File: config.mk
export PLATFORM = sky130hd
export DESIGN_NAME = mul_seq_unit_flat
export DESIGN_NICKNAME = d
export VERILOG_FILES = /design/src/rtl/mul_seq_if.sv /design/src/rtl/mul_seq_unit.sv /design/src/flat_wrapper.sv
export SDC_FILE = /design/constraint.sdc
export NUM_CORES = 1
export LEC_CHECK = 0
export CORE_MARGIN = 2
export CORE_UTILIZATION = 50
export CTS_CLUSTER_SIZE = 12
export DETAILED_ROUTE_END_ITERATION = 10
export PLACE_DENSITY = 0.72
export SLEW_MARGIN = 20
export SYNTH_ARGS = -nofsm -noshare
export SYNTH_HDL_FRONTEND = slang
export SYNTH_SLANG_ARGS = --single-unit
File: constraint.sdc
create_clock -name clk -period 4.2 [get_ports clk]
set_input_delay 0.42 -clock clk [delete_from_list [all_inputs] [get_ports clk]]
set_output_delay 0.42 -clock clk [all_outputs]
set_load 0.02 [all_outputs]
File: src/rtl/mul_seq_if.sv
// Request/response bundle for the iterative multiplier.
// The master drives operands and start; the slave returns status and the HI/LO product.
interface mul_seq_if #(
    parameter int unsigned WIDTH = 32
);
    logic             start;
    logic             is_signed;
    logic [WIDTH-1:0] op_a;
    logic [WIDTH-1:0] op_b;
    logic             busy;
    logic             done;
    logic [WIDTH-1:0] hi;
    logic [WIDTH-1:0] lo;

    modport master (
        output start, is_signed, op_a, op_b,
        input  busy, done, hi, lo
    );

    modport slave (
        input  start, is_signed, op_a, op_b,
        output busy, done, hi, lo
    );
endinterface

File: src/rtl/mul_seq_unit.sv
// Shift-and-add 32x32 multiplier for MULT/MULTU: one adder step per cycle over 32 cycles,
// followed by a sign-fix cycle that writes the HI/LO pair.
module mul_seq_unit #(
    parameter int unsigned WIDTH = 32
) (
    input logic       clk,
    input logic       rst_n,
    mul_seq_if.slave  bus
);
    localparam int unsigned CntW = $clog2(WIDTH);
    localparam logic [WIDTH-1:0]   OneW = {{(WIDTH - 1){1'b0}}, 1'b1};
    localparam logic [2*WIDTH-1:0] OneP = {{(2 * WIDTH - 1){1'b0}}, 1'b1};
    localparam logic [CntW-1:0]    CntOne = {{(CntW - 1){1'b0}}, 1'b1};
    localparam logic [CntW-1:0]    CntLast = CntW'(WIDTH - 1);

    typedef enum logic [1:0] {StIdle, StCalc, StFix, StDone} state_e;

    state_e               state_q, state_d;
    logic [2*WIDTH-1:0]   p_q, p_d;
    logic [WIDTH-1:0]     mcand_q, mcand_d;
    logic                 neg_q, neg_d;
    logic [CntW-1:0]      cnt_q, cnt_d;
    logic [WIDTH-1:0]     hi_q, hi_d;
    logic [WIDTH-1:0]     lo_q, lo_d;

    logic [WIDTH-1:0]     abs_a, abs_b, addend;
    logic [WIDTH:0]       sum;
    logic [2*WIDTH-1:0]   p_fix;

    // Magnitudes of the most negative value wrap to themselves, read as unsigned.
    always_comb begin
        abs_a  = (bus.is_signed && bus.op_a[WIDTH-1]) ? (~bus.op_a + OneW) : bus.op_a;
        abs_b  = (bus.is_signed && bus.op_b[WIDTH-1]) ? (~bus.op_b + OneW) : bus.op_b;
        addend = p_q[0] ? mcand_q : '0;
        sum    = {1'b0, p_q[2*WIDTH-1:WIDTH]} + {1'b0, addend};
        p_fix  = neg_q ? (~p_q + OneP) : p_q;
    end

    always_comb begin
        state_d = state_q;
        p_d     = p_q;
        mcand_d = mcand_q;
        neg_d   = neg_q;
        cnt_d   = cnt_q;
        hi_d    = hi_q;
        lo_d    = lo_q;
        case (state_q)
            StIdle, StDone: begin
                state_d = StIdle;
                if (bus.start) begin
                    mcand_d = abs_a;
                    p_d     = {{WIDTH{1'b0}}, abs_b};
                    neg_d   = bus.is_signed & (bus.op_a[WIDTH-1] ^ bus.op_b[WIDTH-1]);
                    cnt_d   = '0;
                    state_d = StCalc;
                end
            end
            StCalc: begin
                // Carry-out of the adder becomes the new MSB as the product shifts right.
                p_d   = {sum, p_q[WIDTH-1:1]};
                cnt_d = cnt_q + CntOne;
                if (cnt_q == CntLast) begin
                    state_d = StFix;
                end
            end
            StFix: begin
                p_d     = p_fix;
                hi_d    = p_fix[2*WIDTH-1:WIDTH];
                lo_d    = p_fix[WIDTH-1:0];
                state_d = StDone;
            end
            default: state_d = StIdle;
        endcase
    end

    always_ff @(posedge clk or negedge rst_n) begin
        if (!rst_n) begin
            state_q <= StIdle;
            p_q     <= '0;
            mcand_q <= '0;
            neg_q   <= 1'b0;
            cnt_q   <= '0;
            hi_q    <= '0;
            lo_q    <= '0;
        end else begin
            state_q <= state_d;
            p_q     <= p_d;
            mcand_q <= mcand_d;
            neg_q   <= neg_d;
            cnt_q   <= cnt_d;
            hi_q    <= hi_d;
            lo_q    <= lo_d;
        end
    end

    assign bus.busy = (state_q == StCalc) || (state_q == StFix);
    assign bus.done = (state_q == StDone);
    assign bus.hi   = hi_q;
    assign bus.lo   = lo_q;
endmodule

File: src/flat_wrapper.sv
// flat-port wrapper written by rule: the top's interface ports become plain ports
module mul_seq_unit_flat 
#(
    parameter int unsigned WIDTH = 32
)
  (clk, rst_n, bus_start, bus_is_signed, bus_op_a, bus_op_b, bus_busy, bus_done, bus_hi, bus_lo);
  mul_seq_if #(.WIDTH(WIDTH)) bus_i ();
  input logic clk;
  input logic rst_n;
  input wire logic [$bits(bus_i.start)-1:0] bus_start;
  input wire logic [$bits(bus_i.is_signed)-1:0] bus_is_signed;
  input wire logic [$bits(bus_i.op_a)-1:0] bus_op_a;
  input wire logic [$bits(bus_i.op_b)-1:0] bus_op_b;
  output wire logic [$bits(bus_i.busy)-1:0] bus_busy;
  output wire logic [$bits(bus_i.done)-1:0] bus_done;
  output wire logic [$bits(bus_i.hi)-1:0] bus_hi;
  output wire logic [$bits(bus_i.lo)-1:0] bus_lo;
  assign bus_i.start = bus_start;
  assign bus_i.is_signed = bus_is_signed;
  assign bus_i.op_a = bus_op_a;
  assign bus_i.op_b = bus_op_b;
  assign bus_busy = bus_i.busy;
  assign bus_done = bus_i.done;
  assign bus_hi = bus_i.hi;
  assign bus_lo = bus_i.lo;
  mul_seq_unit #(.WIDTH(WIDTH)) u_core (.clk(clk), .rst_n(rst_n), .bus(bus_i));
endmodule
After elaboration in Yosys (flattened, before gate mapping). Index checks and enable logic that the tools add are counted.

Register bits: 168. Bits of input ports: 68. Output and inout bits: 66. Word-level logic and storage cells: 42.

Add/sub/neg operators: 5. Eq/ne operators: 6. Mux-type cells: 11. Bitwise operators: 5. Reduce and logical (&&, ||, !) cells: 8.

Operator list (count): 64-bit one-hot mux with 3 select lines (1); 64-bit two-way mux (2); 32-bit two-way mux (3); 32-bit by 1-bit adder with 32-bit output, second input constant (2); 64-bit by 1-bit adder with 64-bit output, second input constant (1); 32-bit inverter (2); 64-bit inverter (1); 32-bit by 32-bit adder with 33-bit output (1); 5-bit one-hot mux with 2 select lines (1); 2-bit one-hot mux with 3 select lines (1); 5-bit by 1-bit adder with 5-bit output, second input constant (1); 5-bit == test, second input constant (1); 5-bit two-way mux (1); 2-bit == test, second input constant (2); 2-bit AND reduction (2); 2-bit by 1-bit == test with 1-bit output, second input constant (1); 1-bit logical AND (2); 2-bit logical NOT (1); 2-bit two-way mux (1); 2-bit by 1-bit inequality test with 1-bit output, second input constant (1); 2-bit inequality test, second input constant (1); 2-bit nonzero test (1); 2-bit OR reduction (1); 1-bit AND (1); other kinds (3) (3).

Longest topological paths before layout. Gate-level depths: netlist of run 1.

Depth after elaboration: 5. Gate-level depth with buffers: 13. Gate-level depth less buffers: 11.

Least setup slack after synthesis of run 1. No wires, ideal clock.

Kind: flip-flop to flip-flop. Start: register u_core.p_q[0]. End: register u_core.p_q[56]. Setup time: 0.139 ns. Arrival time: 3.076 ns. Required time: 4.061 ns. Setup slack: 0.986 ns. Stages on the path, launching flop included: 12. Path buffers: 2. Period minus slack after synthesis: 3.214 ns. Cells stage by stage: dfrtp_1 -> clkbuf_1 -> clkbuf_1 -> and2_1 -> ha_1 -> o21ai_1 -> a21oi_1 -> a2111oi_0 -> o41ai_1 -> a221oi_1 -> mux2i_1 -> o2111ai_1.

Word-level cells in the longest chain between the ends: 4. Elaborated cells on any way between the ends: 6. Those cells by class: 2 x add/sub; 3 x mux; 1 x bitwise.

Ends and longest elaborated chain: start, declared (RTL line mul_seq_unit.sv:19) `logic [2*WIDTH-1:0] p_q, p_d;`; start signal, assigned (RTL line mul_seq_unit.sv:87) `p_q <= p_d;`; 64-bit inverter (RTL line mul_seq_unit.sv:36) `p_fix = neg_q ? (~p_q + OneP) : p_q;`; 64-bit by 1-bit adder with 64-bit output (RTL line mul_seq_unit.sv:36); 64-bit two-way mux (RTL line mul_seq_unit.sv:36); 64-bit one-hot mux with 3 select lines * (RTL line mul_seq_unit.sv:47) `case (state_q)`.

Mark *: on every way between the ends. The rest lies on a longest branch, timed or not. A chain may end at the register's enable or synchronous reset.

Worst setup path after layout of run 1. Ends and elaborated chain as after synthesis.

==> qor.yml, run 1 <==
synth:
  ys_seq_elements: 168
  synth.distinct_cells: 71
  yosysSeqAreaShare_pct: 34.9
  yosys_warnings: 0
  synth-edff-count: 0
  postSynthAreaPerCell_um2: 8.29
  synth_ff_type: "dfrtp_1"
  async_reset_ff_share_pct: 100
  synth_nets: 1561
  syn_inst: 1452
  synth_area_um2: 12000
clocking:
  cts.sinks: 168
  clock_latency_ps: 440
  cts_tree: "done"
  clk_pin_slew_ps: 70
  cts_resized: 0
  cts_made_buffers: 17
  clockBufferDepth: 2
  cts-root-buf: "clkbuf_16"
  postCtsSetupBuffers: 0
  postCtsHoldBufs: 0
  cts-htree-levels: 4
worst_setup_path:
  regToRegSetupSlack_ps: 440
  critPathLaunchType: "flop"
  r2r_start: "u_core.p_q[0]$_DFFE_PN0P_"
  cp_max_fo: 26
  worstSetupPathType: "flop to flop"
  r2r-end: "u_core.p_q[56]$_DFFE_PN0P_"
  cp.arrival_ps: 4060
  reg2reg_depth: 10
  end_kind: "flop"
  cp_data_required_time_ps: 4500
route:
  wl_per_cell_um: 18.9
  top_layer: "met4"
  vias: 11500
  first_pass_iters: 6
  drtIter0Drc: 1304
  wl_mm: 35.1
  routed-wl-met2_mm: 14.9
  viasPerCell: 6.19
  postRouteAntennaNets: 0
  wl_met3_mm: 3.25
  wl_met1_mm: 16.5
  drc_errors: 0
timing:
  period_needed_ps: 3760
  fmax_mhz: 266
  setup_violations: 0
  min_period_over_period_pct: 89.5
  rsz0062_at_grt: "false"
  tns_ps: 0
  hold_violations: 0
  slew-limit-headroom_pct: 30.2
  tightest_slew_ps: 1050
  drv_slew: 0
  setup_ws_ps: 442
  finClkSkew_ps: 15.6
floorplan:
  die_area_um2: 25300
  core-area_um2: 23500
  die_w_um: 159
  io_pins: 134
  fp-row-count: 56
  initial_core_util_pct: 51.1
  die_height_um: 159
global_route:
  grt_max_degree: 108
  antenna_found_initial: 0
  grt.total_usage_pct: 27.5
  grt_pass1_vias: 10600
  grt_pass1_wl_mm: 56.6
  grt_overflow: 0
hold_path:
  hold_path_class: "primary input to asynchronous set/reset pin"
placement:
  place_ws_ps: 642
  numPortBuffers: 133
  globalplace.congestion: 0.988
  postPlaceCellArea_um2: 13600
  dp_hpwl_mm: 25.4
power_and_ir_drop:
  leakagePower_nw: 5.82
  p_per_area_nw_per_um2: 795
  total_power_mw: 11.3
  ir_drop_mv: 0.493
status:
  status: "finished, final reports clean"
final_layout:
  drive_gt1_share_pct: 5.91
  antenna_cells: 0
  syn2layout_area_growth_pct: 18.1
  nets: 1640
  design_area_um2: 14200
flow_run:
  maxCapViolCount: 0
-- worst max path at each step --
stage / slack, ps / endpoint / startpoint
after floorplan: 990 / u_core.p_q[56]$_DFFE_PN0P_ / u_core.p_q[0]$_DFFE_PN0P_
after global placement: 750 / u_core.p_q[56]$_DFFE_PN0P_ / u_core.p_q[0]$_DFFE_PN0P_
after detailed placement: 640 / u_core.p_q[56]$_DFFE_PN0P_ / u_core.p_q[0]$_DFFE_PN0P_
after CTS: 620 / u_core.p_q[56]$_DFFE_PN0P_ / u_core.p_q[0]$_DFFE_PN0P_
after global routing: 210 / u_core.p_q[56]$_DFFE_PN0P_ / u_core.p_q[0]$_DFFE_PN0P_
final: 440 / u_core.p_q[56]$_DFFE_PN0P_ / u_core.p_q[0]$_DFFE_PN0P_
-- report_power, final --
group / internal (mW) / switching, mW
sequential: 2.38 / 0.725
clock: 1.02 / 0.663
combinational: 2.58 / 3.94
total: 5.97 / 5.32
-- cell usage in the layout (no fill, tap or decap), drive strengths merged, types with 17 or more instances in the layout --
| cell | count |
|---|---|
| xnor2 | 71 |
| nand3 | 24 |
| a21o | 17 |
| a221oi | 20 |
| o31ai | 21 |
| ha | 40 |
| nor3 | 36 |
| nand2 | 130 |
| mux2 | 17 |
| clkbuf | 21 |
| or4 | 17 |
| dfrtp | 168 |
| nand4 | 19 |
| nor2 | 122 |
| buf | 23 |
| a21oi | 146 |
| xor2 | 64 |
| o41ai | 19 |
| and2 | 36 |
| inv | 45 |
| clkdlybuf4s50 | 132 |
| nor4 | 21 |
| o21ai | 134 |
| or3 | 25 |
-- Yosys cell counts (all sizes together), types with 3 or more instances --
library cell,instances,area share [%]
a2111oi,3,0.22
a211o,5,0.36
a211oi,11,0.69
a21o,17,1.1
a21oi,146,6.1
a221o,3,0.25
a221oi,20,1.5
a222oi,3,0.25
a22oi,11,0.69
a31oi,11,0.57
and2,36,1.9
and3,11,0.57
buf,17,0.59
clkbuf,78,2.4
dfrtp,168,35
ha,40,4.2
inv,44,1.4
mux2,17,1.6
mux2i,10,0.83
nand2,130,4.1
nand2b,9,0.47
nand3,24,1.0
nand4,19,0.99
nor2,122,3.8
nor2b,7,0.36
nor3,36,1.5
nor4,21,1.1
o211ai,9,0.56
o21a,11,0.69
o21ai,134,5.6
o21bai,6,0.37
o221ai,4,0.29
o22ai,5,0.26
o311ai,8,0.64
o31a,3,0.22
o31ai,21,1.4
o41ai,19,1.7
or2,9,0.47
or3,25,1.3
or4,17,1.1
xnor2,71,5.2
xor2,64,4.7
-- area by class of cell --
type,instances,area [um2]
fillers,2127,9340
repair buffers,155,1510
clock buffers,21,460
multi-input cells,1145,7320
inverters,44,165
clock inverters,8,146
flip-flops and latches,168,4210
well taps,319,399
-- stage by stage --
stage / hold WS (ps) / instances / utilization [%]
finish: 71.6 / 1860 / 60.3
global placement: 455 / 1831 / 57.7
CTS: 152 / 1860 / 60.3
detailed placement: 465 / 1831 / 57.7
global route: 148 / 1860 / 60.3
floorplan: 124 / 1452 / -
-- sequential cells by signal (all words and copies together) (netlist names) --
| name | flops |
|---|---|
| u_core.bus.lo | 32 |
| u_core.neg_q | 1 |
| u_core.bus.hi | 32 |
| u_core.p_q | 64 |
| u_core.state_q | 2 |
| u_core.cnt_q | 5 |
| u_core.mcand_q | 32 |
-- cells by family (layout without fill, tap and decap cells) --
| family | count (synthesis) | count (layout) | synth area share, % |
|---|---|---|---|
| compound gates | 467 | 467 | 24.8 |
| xor+xnor | 135 | 135 | 9.83 |
| fa+ha+maj | 41 | 41 | 4.33 |
| buf+inv | 139 | 228 | 4.40 |
| flops | 168 | 168 | 34.9 |
| mux | 27 | 27 | 2.42 |
| simple gates | 475 | 475 | 19.3 |
-- critical path, stage by stage (launching register included) --
cell       delay [ps]
dfrtp_1           540
buf_4             310
and2_1            170
ha_1              240
o21ai_1           240
a21oi_1           120
a2111oi_0         620
o41ai_1           250
a221oi_1          770
mux2i_1           260
o2111ai_1         110
-- per-layer routing --
layer / global-route usage (%) / vias to the layer above
li1: - / 5455
met1: 42.3 / 5468
met2: 40.7 / 546
met3: 3.80 / 42
met4: 6.74 / 0
met5: 0 / -
Power figures use the tool's default switching activity.
==> run 2, diff against run 1 <==
Settings changed: CORE_MARGIN 2 to default, CTS_BUF_LIST from default to sky130_fd_sc_hd__clkbuf_8, DONT_BUFFER_PORTS from default to 1, PLACE_DENSITY 0.72 to default.
==> run 2 against run 1 <==
Compared with the run above: combinational power is 18% lower; power is 11% lower; sequential cell count stayed put; the flow now finishes with violations (hold timing); critical endpoint unchanged; highest routed layer unchanged; via count is 6.0% lower; count of clock-buffer cells in the layout is 4 lower.
==> qor.yml, run 2 (synthesized netlist as in run 1, its figures left out) <==
timing:
  tightest_slew_ps: 970  # was 1050 ps
  tns_ps: 0  # unchanged
  hold_violations: 168  # was 0
  period_needed_ps: 3660  # was 3760 ps
  rsz0062_at_grt: "false"  # unchanged
  setup_ws_ps: 540  # was 442 ps
  drv_slew: 0  # unchanged
  setup_violations: 0  # unchanged
  slew-limit-headroom_pct: 35.0  # was 30.2%
  hold_ws_ps: -372  # was 71.6 ps
  fmax_mhz: 273  # was 266 MHz
  min_period_over_period_pct: 87.2  # was 89.5%
  finClkSkew_ps: 16.8  # was 15.6 ps
global_route:
  antenna_found_initial: 1  # was 0
  grt_pass1_wl_mm: 55.7  # was 56.6 mm
  grt.total_usage_pct: 29.4  # was 27.5%
  grt_overflow: 0  # unchanged
  grt_max_degree: 169  # was 108
  grt_pass1_vias: 9774  # was 10600
power_and_ir_drop:
  p_per_area_nw_per_um2: 801  # was 795 nW/um2
  ir_drop_mv: 0.890  # was 0.493 mV
  total_power_mw: 10.1  # was 11.3 mW
  pwr-share-clk_pct: 12.0  # was 14.9%
  leakagePower_nw: 5.17  # was 5.82 nW
  power_switching_mw: 5.24  # was 5.32 mW
  p_comb_share_pct: 52.6  # was 57.7%
  internal_power_mw: 4.86  # was 5.97 mW
  p_sw_share_pct: 51.9  # was 47.1%
  p_seq_share_pct: 35.4  # was 27.5%
final_layout:
  final_cell_mix: "167 x dfrtp_1, 146 x a21oi_1, 129 x nand2_1"  # was 167 x dfrtp_1, 146 x a21oi_1, 132 x clkdlybuf4s50_1
  largest_register_ffs: 64  # unchanged
  layoutNonFillerInstCount: 1725  # was 1860
  fillCellCount: 2305  # was 2127
  nets: 1501  # was 1640
  largest_register: "u_core.p_q"  # unchanged
  syn2layout_area_growth_pct: 4.78  # was 18.1%
  drive_gt1_share_pct: 6.33  # was 5.91%
  final_common_cell: "dfrtp_1"  # unchanged
floorplan:
  core-area_um2: 23500  # unchanged
  die_area_um2: 24700  # was 25300 um2
  die_w_um: 157  # was 159 um
  fp-row-count: 56  # unchanged
  io_pins: 134  # unchanged
  die_height_um: 157  # was 159 um
  initial_core_util_pct: 51.1  # unchanged
placement:
  globalplace.congestion: 0.909  # was 0.988
  dp_hpwl_mm: 25.7  # was 25.4 mm
  place_ws_ps: 567  # was 642 ps
  numPortBuffers: 0  # was 133
  dp_cells: 1692  # was 1831
worst_setup_path:
  cp_max_fo: 28  # was 26
  crit_chain: "buf_4, and2_1, ha_1, a211oi_1, o211ai_1, a2111oi_0, o41ai_1, a221oi_1, mux2i_1, o2111ai_1"  # was buf_4, and2_1, ha_1, o21ai_1, a21oi_1, a2111oi_0, o41ai_1, a221oi_1, mux2i_1, o2111ai_1
  critPathLaunchType: "flop"  # unchanged
  critPathMaxStageDelay_ps: 710  # was 770 ps
  end_kind: "flop"  # unchanged
  slowest_stage: "a221oi_1"  # unchanged
  worstSetupPathType: "flop to flop"  # unchanged
  cp_data_required_time_ps: 4550  # was 4500 ps
  cp.arrival_ps: 4010  # was 4060 ps
hold_path:
  hold_path_class: "primary input to asynchronous set/reset pin"  # unchanged
clocking:
  cts-htree-levels: 4  # unchanged
  clock_latency_ps: 480  # was 440 ps
  clockBufferDepth: 2  # unchanged
  cts_resized: 0  # unchanged
  postCtsSetupBuffers: 0  # unchanged
  cts_made_buffers: 17  # unchanged
  cts.sinks: 168  # unchanged
  cts_tree: "done"  # unchanged
  cts-root-buf: "clkbuf_8"  # was clkbuf_16
  clk_pin_slew_ps: 110  # was 70 ps
status:
  violations: "hold timing"
  status: "complete, but fails checks"  # was finished, final reports clean
route:
  vias: 10800  # was 11500
  viasPerCell: 6.27  # was 6.19
  wl_mm: 35.7  # was 35.1 mm
  first_pass_iters: 5  # was 6
  drtIter0Drc: 1236  # was 1304
  wl_per_cell_um: 20.7  # was 18.9 um
  drc_errors: 0  # unchanged
  postRouteAntennaNets: 0  # unchanged
flow_run:
  maxCapViolCount: 0  # unchanged
## run 2: critical path: cells and delay by family, from the launching register on
kind,cells,cell delay (ps)
fa+ha+maj,1,230
simple gates,1,160
mux,1,260
flops,1,500
buf+inv,1,260
compound gates,6,2130
## run 2: final timing paths
kind                                                     start                             end  slack, ps  cells after the start
worst max-delay path                 u_core.p_q[0]$_DFFE_PN0P_      u_core.p_q[56]$_DFFE_PN0P_        540                     10
worst min-delay path                                     rst_n   u_core.bus.lo[18]$_DFFE_PN0P_       -370                      0
worst max register to register       u_core.p_q[0]$_DFFE_PN0P_      u_core.p_q[56]$_DFFE_PN0P_        540                     10
worst min register to register  u_core.mcand_q[15]$_DFFE_PN0P_  u_core.mcand_q[15]$_DFFE_PN0P_        480                      2
max in group asynchronous                                rst_n        u_core.neg_q$_DFFE_PN0P_       4310                      0
min in group clk                                  bus_op_b[31]      u_core.p_q[31]$_DFFE_PN0P_         90                      2
## run 2: metal layers
layer  vias up  global-route usage [%]  wire length (um)
met3        27                    5.59              3000
li1       5161                       -                 -
met5         -                       0                 0
met4         0                    6.15               350
met2       419                    40.1             14300
met1      5208                    46.9             18000
## run 2: area by class of cell
cell class              count  area, um2  area share [%]
clock inverters            15        145            1.15
inverters                  44        165            1.31
diodes                      1       2.50          0.0199
flip-flops and latches    168       4210            33.4
well taps                 319        399            3.17
clock buffers              17        234            1.86
multi-input cells        1145       7320            58.1
repair buffers             16        133            1.05
## run 2: power groups by stage
stage / clock [mW] / combinational (mW) / sequential, mW
after global placement: 0 / 5.17 / 3.58
final: 1.21 / 5.31 / 3.58
after CTS: 1.22 / 5.24 / 3.57
after floorplan: 0 / 4.08 / 3.21
after detailed placement: 0 / 5.22 / 3.60
after global routing: 1.28 / 5.86 / 3.69
## run 2: stage by stage
| step | cell area (um2) | hold WS [ps] | utilization [%] |
|---|---|---|---|
| 2_1_floorplan | 12000 | 124 | - |
| 3_3_place_gp | 12200 | 129 | 51.9 |
| 3_5_place_dp | 12200 | 129 | 51.9 |
| 4_1_cts | 12600 | -385 | 53.5 |
| 5_1_grt | 12600 | -396 | 53.5 |
| 6_report | 12600 | -372 | 53.5 |
==> run 3, diff against run 2 <==
Settings changed: ABC_CLOCK_PERIOD_IN_PS from default to 4200.
==> results of run 3 <==
Same layout as run 2: the final DEF is identical, and so are final timing and power.
